$ cat src/rtl/down_counter_timer.sv
// Loadable countdown timer: one-cycle io_zero at terminal count, io_done after.
// Define DOWN_COUNTER_AUTO_RELOAD_EN for periodic reload at terminal count.
module down_counter_timer #(
  parameter int WIDTH = 32
) (
  input  logic             clock,
  input  logic             reset,
  input  logic             io_en,
  input  logic             io_start,
  input  logic             io_stop,
  input  logic [WIDTH-1:0] io_load_val,
  output logic [WIDTH-1:0] io_count,
  output logic             io_zero,
  output logic             io_busy,
  output logic             io_done
);

  typedef enum logic [1:0] {
    IDLE  = 2'd0,
    RUN   = 2'd1,
    PAUSE = 2'd2,
    DONE  = 2'd3
  } state_e;

  localparam logic [WIDTH-1:0] ONE = WIDTH'(1);

  state_e           state_q, state_d;
  logic [WIDTH-1:0] count_q, count_d;
  logic [WIDTH-1:0] reload_q, reload_d;
  logic             zero_q, zero_d;
  logic             busy_q, busy_d;
  logic             done_q, done_d;
  logic             load;

  always_comb begin
    state_d  = state_q;
    count_d  = count_q;
    reload_d = reload_q;
    zero_d   = 1'b0;
    load     = 1'b0;

    unique case (state_q)
      IDLE, DONE: load = io_start;
      RUN: begin
        if (io_stop) begin
          state_d = PAUSE;
        end else if (io_start) begin
          load = 1'b1;
        end else if (io_en && count_q == ONE) begin
          zero_d = 1'b1;
`ifdef DOWN_COUNTER_AUTO_RELOAD_EN
          count_d = reload_q;
`else
          count_d = '0;
          state_d = DONE;
`endif
        end else if (io_en && count_q != '0) begin
          count_d = count_q - ONE;
        end
      end
      PAUSE: begin
        if (io_start) state_d = RUN;
      end
      default: state_d = IDLE;
    endcase

    // A zero load terminates immediately instead of entering RUN.
    if (load) begin
      count_d  = io_load_val;
      reload_d = io_load_val;
      if (io_load_val == '0) begin
        state_d = DONE;
        zero_d  = 1'b1;
      end else begin
        state_d = RUN;
      end
    end

    busy_d = (state_d == RUN) || (state_d == PAUSE);
    done_d = (state_d == DONE);
  end

  always_ff @(posedge clock) begin
    if (reset) begin
      state_q  <= IDLE;
      count_q  <= '0;
      reload_q <= '0;
      zero_q   <= 1'b0;
      busy_q   <= 1'b0;
      done_q   <= 1'b0;
    end else begin
      state_q  <= state_d;
      count_q  <= count_d;
      reload_q <= reload_d;
      zero_q   <= zero_d;
      busy_q   <= busy_d;
      done_q   <= done_d;
    end
  end

  assign io_count = count_q;
  assign io_zero  = zero_q;
  assign io_busy  = busy_q;
  assign io_done  = done_q;

endmodule

$ cat config.mk
export PLATFORM = sky130hd
export DESIGN_NAME = down_counter_timer
export DESIGN_NICKNAME = d
export VERILOG_FILES = /design/src/rtl/down_counter_timer.sv
export SDC_FILE = /design/constraint.sdc
export NUM_CORES = 1
export LEC_CHECK = 0
export CAP_MARGIN = 40
export CELL_PAD_IN_SITES_DETAIL_PLACEMENT = 1
export CELL_PAD_IN_SITES_GLOBAL_PLACEMENT = 2
export CORE_MARGIN = 2
export CORE_UTILIZATION = 28
export CTS_CLUSTER_SIZE = 24
export DETAILED_ROUTE_END_ITERATION = 6
export PLACE_DENSITY_LB_ADDON = 0.1
export SYNTH_ARGS = -nofsm -noshare
export SYNTH_HDL_FRONTEND = slang
export SYNTH_SLANG_ARGS = --single-unit
export TNS_END_PERCENT = 20
$ cat constraint.sdc
create_clock -name clock -period 6.31 [get_ports clock]
set_clock_uncertainty 0.15 [all_clocks]
set_input_delay 1.262 -clock clock [delete_from_list [all_inputs] [get_ports clock]]
set_output_delay 1.262 -clock clock [all_outputs]
set_load 0.05 [all_outputs]
==> impl_metrics.py <==
metrics = {
    "yosys": {
        "yosys.area_share.simple_pct": 32.5,
        "synthMuxAreaShare_pct": 0.401,
        "synth_area_per_cell_um2": 7.50,
        "postSynthCellCount": 333,
        "ys.warnings.count": 0,
        "ys_ff_latch": 37,
        "synth-async-reset-ratio_pct": 0,
        "synth_area_um2": 2500,
        "synth_compound_area_share_pct": 30.6,
        "ys_seq_area_share_pct": 29.6,
        "synth_xor_xnor_area_share_pct": 0,
        "synth_cell_types": 48,
        "synthFlopType": "dfxtp_1",
        "synth_top_family_by_area": "simple AND/OR/NAND/NOR gates",
        "synth-edff-count": 0,
        "synthAdderAreaFrac_pct": 3.00,
        "synth_nets": 376,
    },
    "sta": {
        "post-route-period-util_pct": 60.3,
        "finalMaxSlewViolations": 0,
        "rsz0062_at_grt": "false",
        "slew_headroom_pct": 42.4,
        "fin_ws_ns": 2.50,
        "worst_pin_slew_ns": 0.864,
        "max_freq_mhz": 263,
        "hold_viol": 0,
        "finalSetupTns_ns": 0,
        "finalSetupViolCount": 0,
        "min_period_ns": 3.81,
    },
    "floorplanning": {
        "core_area_um2": 8680,
        "start_util_pct": 28.8,
        "dieArea_um2": 9700,
        "die_w_um": 98.5,
        "fp.dieH_um": 98.5,
        "rows": 34,
        "io_pins": 72,
    },
    "grt": {
        "grt_pass1_vias": 2998,
        "grt_overflow": 0,
        "antenna_found_initial": 0,
        "grt_pass1_wl_mm": 16.9,
        "grt_max_degree": 29,
        "gr-usage-all-layers_pct": 21.8,
    },
    "cells_and_area": {
        "area.growth.synth_to_final_pct": 36.6,
        "layout-drive-gt1-share_pct": 5.75,
        "n_antenna_cell": 0,
        "nets": 443,
        "fill_cells": 1109,
        "fin_area_um2": 3410,
    },
    "drt": {
        "highest_layer": "met4",
        "drc": 0,
        "routed-via-count": 2931,
        "wl_met1_mm": 4.89,
        "antenna_left": 0,
        "wirelength_mm": 10.2,
        "firstDrtPassIters": 4,
        "drt_iter0_drc": 108,
        "met2_length_mm": 4.70,
        "post_drt_wl_per_cell_um": 20.2,
        "dr_wl_met3_um": 507,
        "vias_per_cell": 5.77,
    },
    "cts": {
        "cts_sinks": 37,
        "htreeDepth": 2,
        "clk_latency_ns": 0.29,
        "cts_tree": "yes",
        "clock_path_buffers": 2,
        "numCtsBuffers": 5,
        "cts_root_buffer": "clkbuf_8",
        "cts_hold_buf": 0,
        "clk_pin_slew_ns": 0.08,
        "postCtsSetupBuffers": 0,
        "cts.repair.resized": 0,
    },
    "setup_path": {
        "reg2reg_depth": 7,
        "worstSetupEndpointType": "flip-flop",
        "r2r_end": "io_count[21]",
        "timing.rr.start": "io_count[18]",
        "path_cells": "or4_1, nor4_1, nand3_1, o21ai_2, a21oi_1, buf_4, a32o_1",
        "cp_data_arrival_time_ns": 3.85,
        "cp.depth": 7,
        "critPathRequiredTime_ns": 6.35,
        "crit_type": "flip-flop to flip-flop",
        "r2r_slack_ns": 2.50,
        "start_kind": "flip-flop",
        "path_max_fanout": 18,
        "slowest_stage": "o21ai_2",
        "slowest_delay_ns": 0.77,
        "crit_buf_inv": 1,
        "crit_family": "simple AND/OR/NAND/NOR gates",
    },
    "place": {
        "portBuffers": 71,
        "place_ws_ns": 2.29,
        "gp_congestion": 0.803,
        "place_area_um2": 3330,
        "dp_hpwl_mm": 7.46,
    },
    "worst_hold_path": {
        "hold_path_end": "io_count[25]",
        "min_path_type": "flip-flop to flip-flop",
        "hold_depth": 1,
        "worstHoldStart": "io_count[25]",
    },
    "pwr": {
        "power-per-cell-area_nw_per_um2": 224,
        "leakage_nw": 1.23,
        "fin_total_pwr_uw": 765,
        "peakVddDrop_uv": 99.1,
    },
    "run_status": {
        "status": "complete, no violations",
    },
    "job": {
        "drv_cap": 0,
    },
}
[flip-flops by register name, summed over array words and instances (netlist names), named ones only]
name / count
io_done: 1
io_zero: 1
io_busy: 1
io_count: 32
state_q: 1
[worst max-delay path by stage]
stage	start	to
5_1_grt	io_count[18]	io_count[21]
4_1_cts	io_count[18]	io_count[21]
6_report	io_count[18]	io_count[21]
2_1_floorplan	io_count[1]	io_count[28]
3_5_place_dp	io_stop	io_count[9]
3_3_place_gp	io_stop	io_count[9]
[metal layers]
metal / up-vias / GRT usage, %
met4: 0 / 5.48
met2: 84 / 34.4
li1: 1414 / -
met3: 10 / 2.98
met1: 1423 / 31.5
met5: - / 0
[cells in the mapped netlist, types with 2 or more instances]
master / n / share of area [%]
a211oi_1: 4 / 1.2
a31oi_1: 4 / 1.0
and4_1: 2 / 0.70
a31o_2: 3 / 1.1
or2_2: 2 / 0.50
a32o_1: 8 / 3.2
o21ai_0: 20 / 4.0
a21oi_1: 18 / 3.6
nand2_1: 47 / 7.1
o21bai_1: 3 / 0.90
inv_1: 8 / 1.2
buf_2: 5 / 1.0
nand4_1: 6 / 1.5
clkbuf_1: 11 / 1.7
o31ai_1: 6 / 1.8
nor2b_1: 3 / 0.75
nor4_1: 16 / 4.0
dfxtp_1: 37 / 30
o31a_1: 3 / 1.1
or3_1: 7 / 1.8
nand3_1: 2 / 0.40
nand2b_1: 7 / 1.8
nor2_1: 30 / 4.5
nor3_1: 13 / 2.6
o311ai_0: 5 / 1.8
o21a_1: 3 / 0.90
nor3b_1: 2 / 0.60
ha_1: 6 / 3.0
o211ai_1: 14 / 4.2
or4_1: 11 / 3.3
o41ai_1: 4 / 1.4
a22o_1: 2 / 0.70
a21o_1: 6 / 1.8
[layout by cell type (no fill, tap or decap), types with 5 or more instances in the layout]
cell / instances
a21o_1: 6
a21oi_1: 17
a32o_1: 8
clkbuf_8: 6
clkdlybuf4s50_1: 71
dfxtp_1: 37
ha_1: 6
inv_1: 8
nand2_1: 47
nand2b_1: 7
nand4_1: 6
nor2_1: 30
nor3_1: 13
nor4_1: 16
o211ai_1: 14
o21ai_0: 20
o311ai_0: 5
o31ai_1: 6
or3_1: 7
or4_1: 11
[power by group]
group	total (mW)	leakage, nW	internal, mW	switching, mW
Clock	0.178	0.0443	0.0869	0.0912
Sequential	0.279	0.304	0.252	0.0271
Combinational	0.308	0.883	0.114	0.194
Total	0.765	1.23	0.453	0.312
[logic make-up (layout without fill, tap and decap cells)]
kind of cell	after synthesis	after routing
AND/OR/NAND/NOR	156	156
AO/OA/AOI/OAI	109	109
buffers and inverters	24	91
flip-flops	37	37
adder cells (fa/ha/maj)	6	6
multiplexers	1	1
[worst register-to-register path, stage by stage, from the launching register on]
cell     delay [ns]
dfxtp_1        0.36
or4_1          0.61
nor4_1         0.64
nand3_1        0.28
o21ai_2        0.77
a21oi_1        0.40
buf_4          0.29
a32o_1         0.21
[per-stage QoR]
stage / util, % / hold slack [ns] / cells
floorplan: - / 0.376 / 333
global placement: 38.1 / 0.352 / 499
detailed placement: 38.3 / 0.364 / 501
CTS: 39.3 / 0.386 / 508
global route: 39.3 / 0.419 / 508
finish: 39.3 / 0.377 / 508
[layout make-up]
type | instances | area (µm²) | share of cell area [%]
clock buffers | 7 | 86.3 | 2.53
inverters | 8 | 30.0 | 0.880
multi-input cells | 272 | 1670 | 48.8
flip-flops and latches | 37 | 741 | 21.7
well taps | 108 | 135 | 3.96
repair buffers | 76 | 756 | 22.1
No activity file was read; power rests on OpenSTA's default activity.
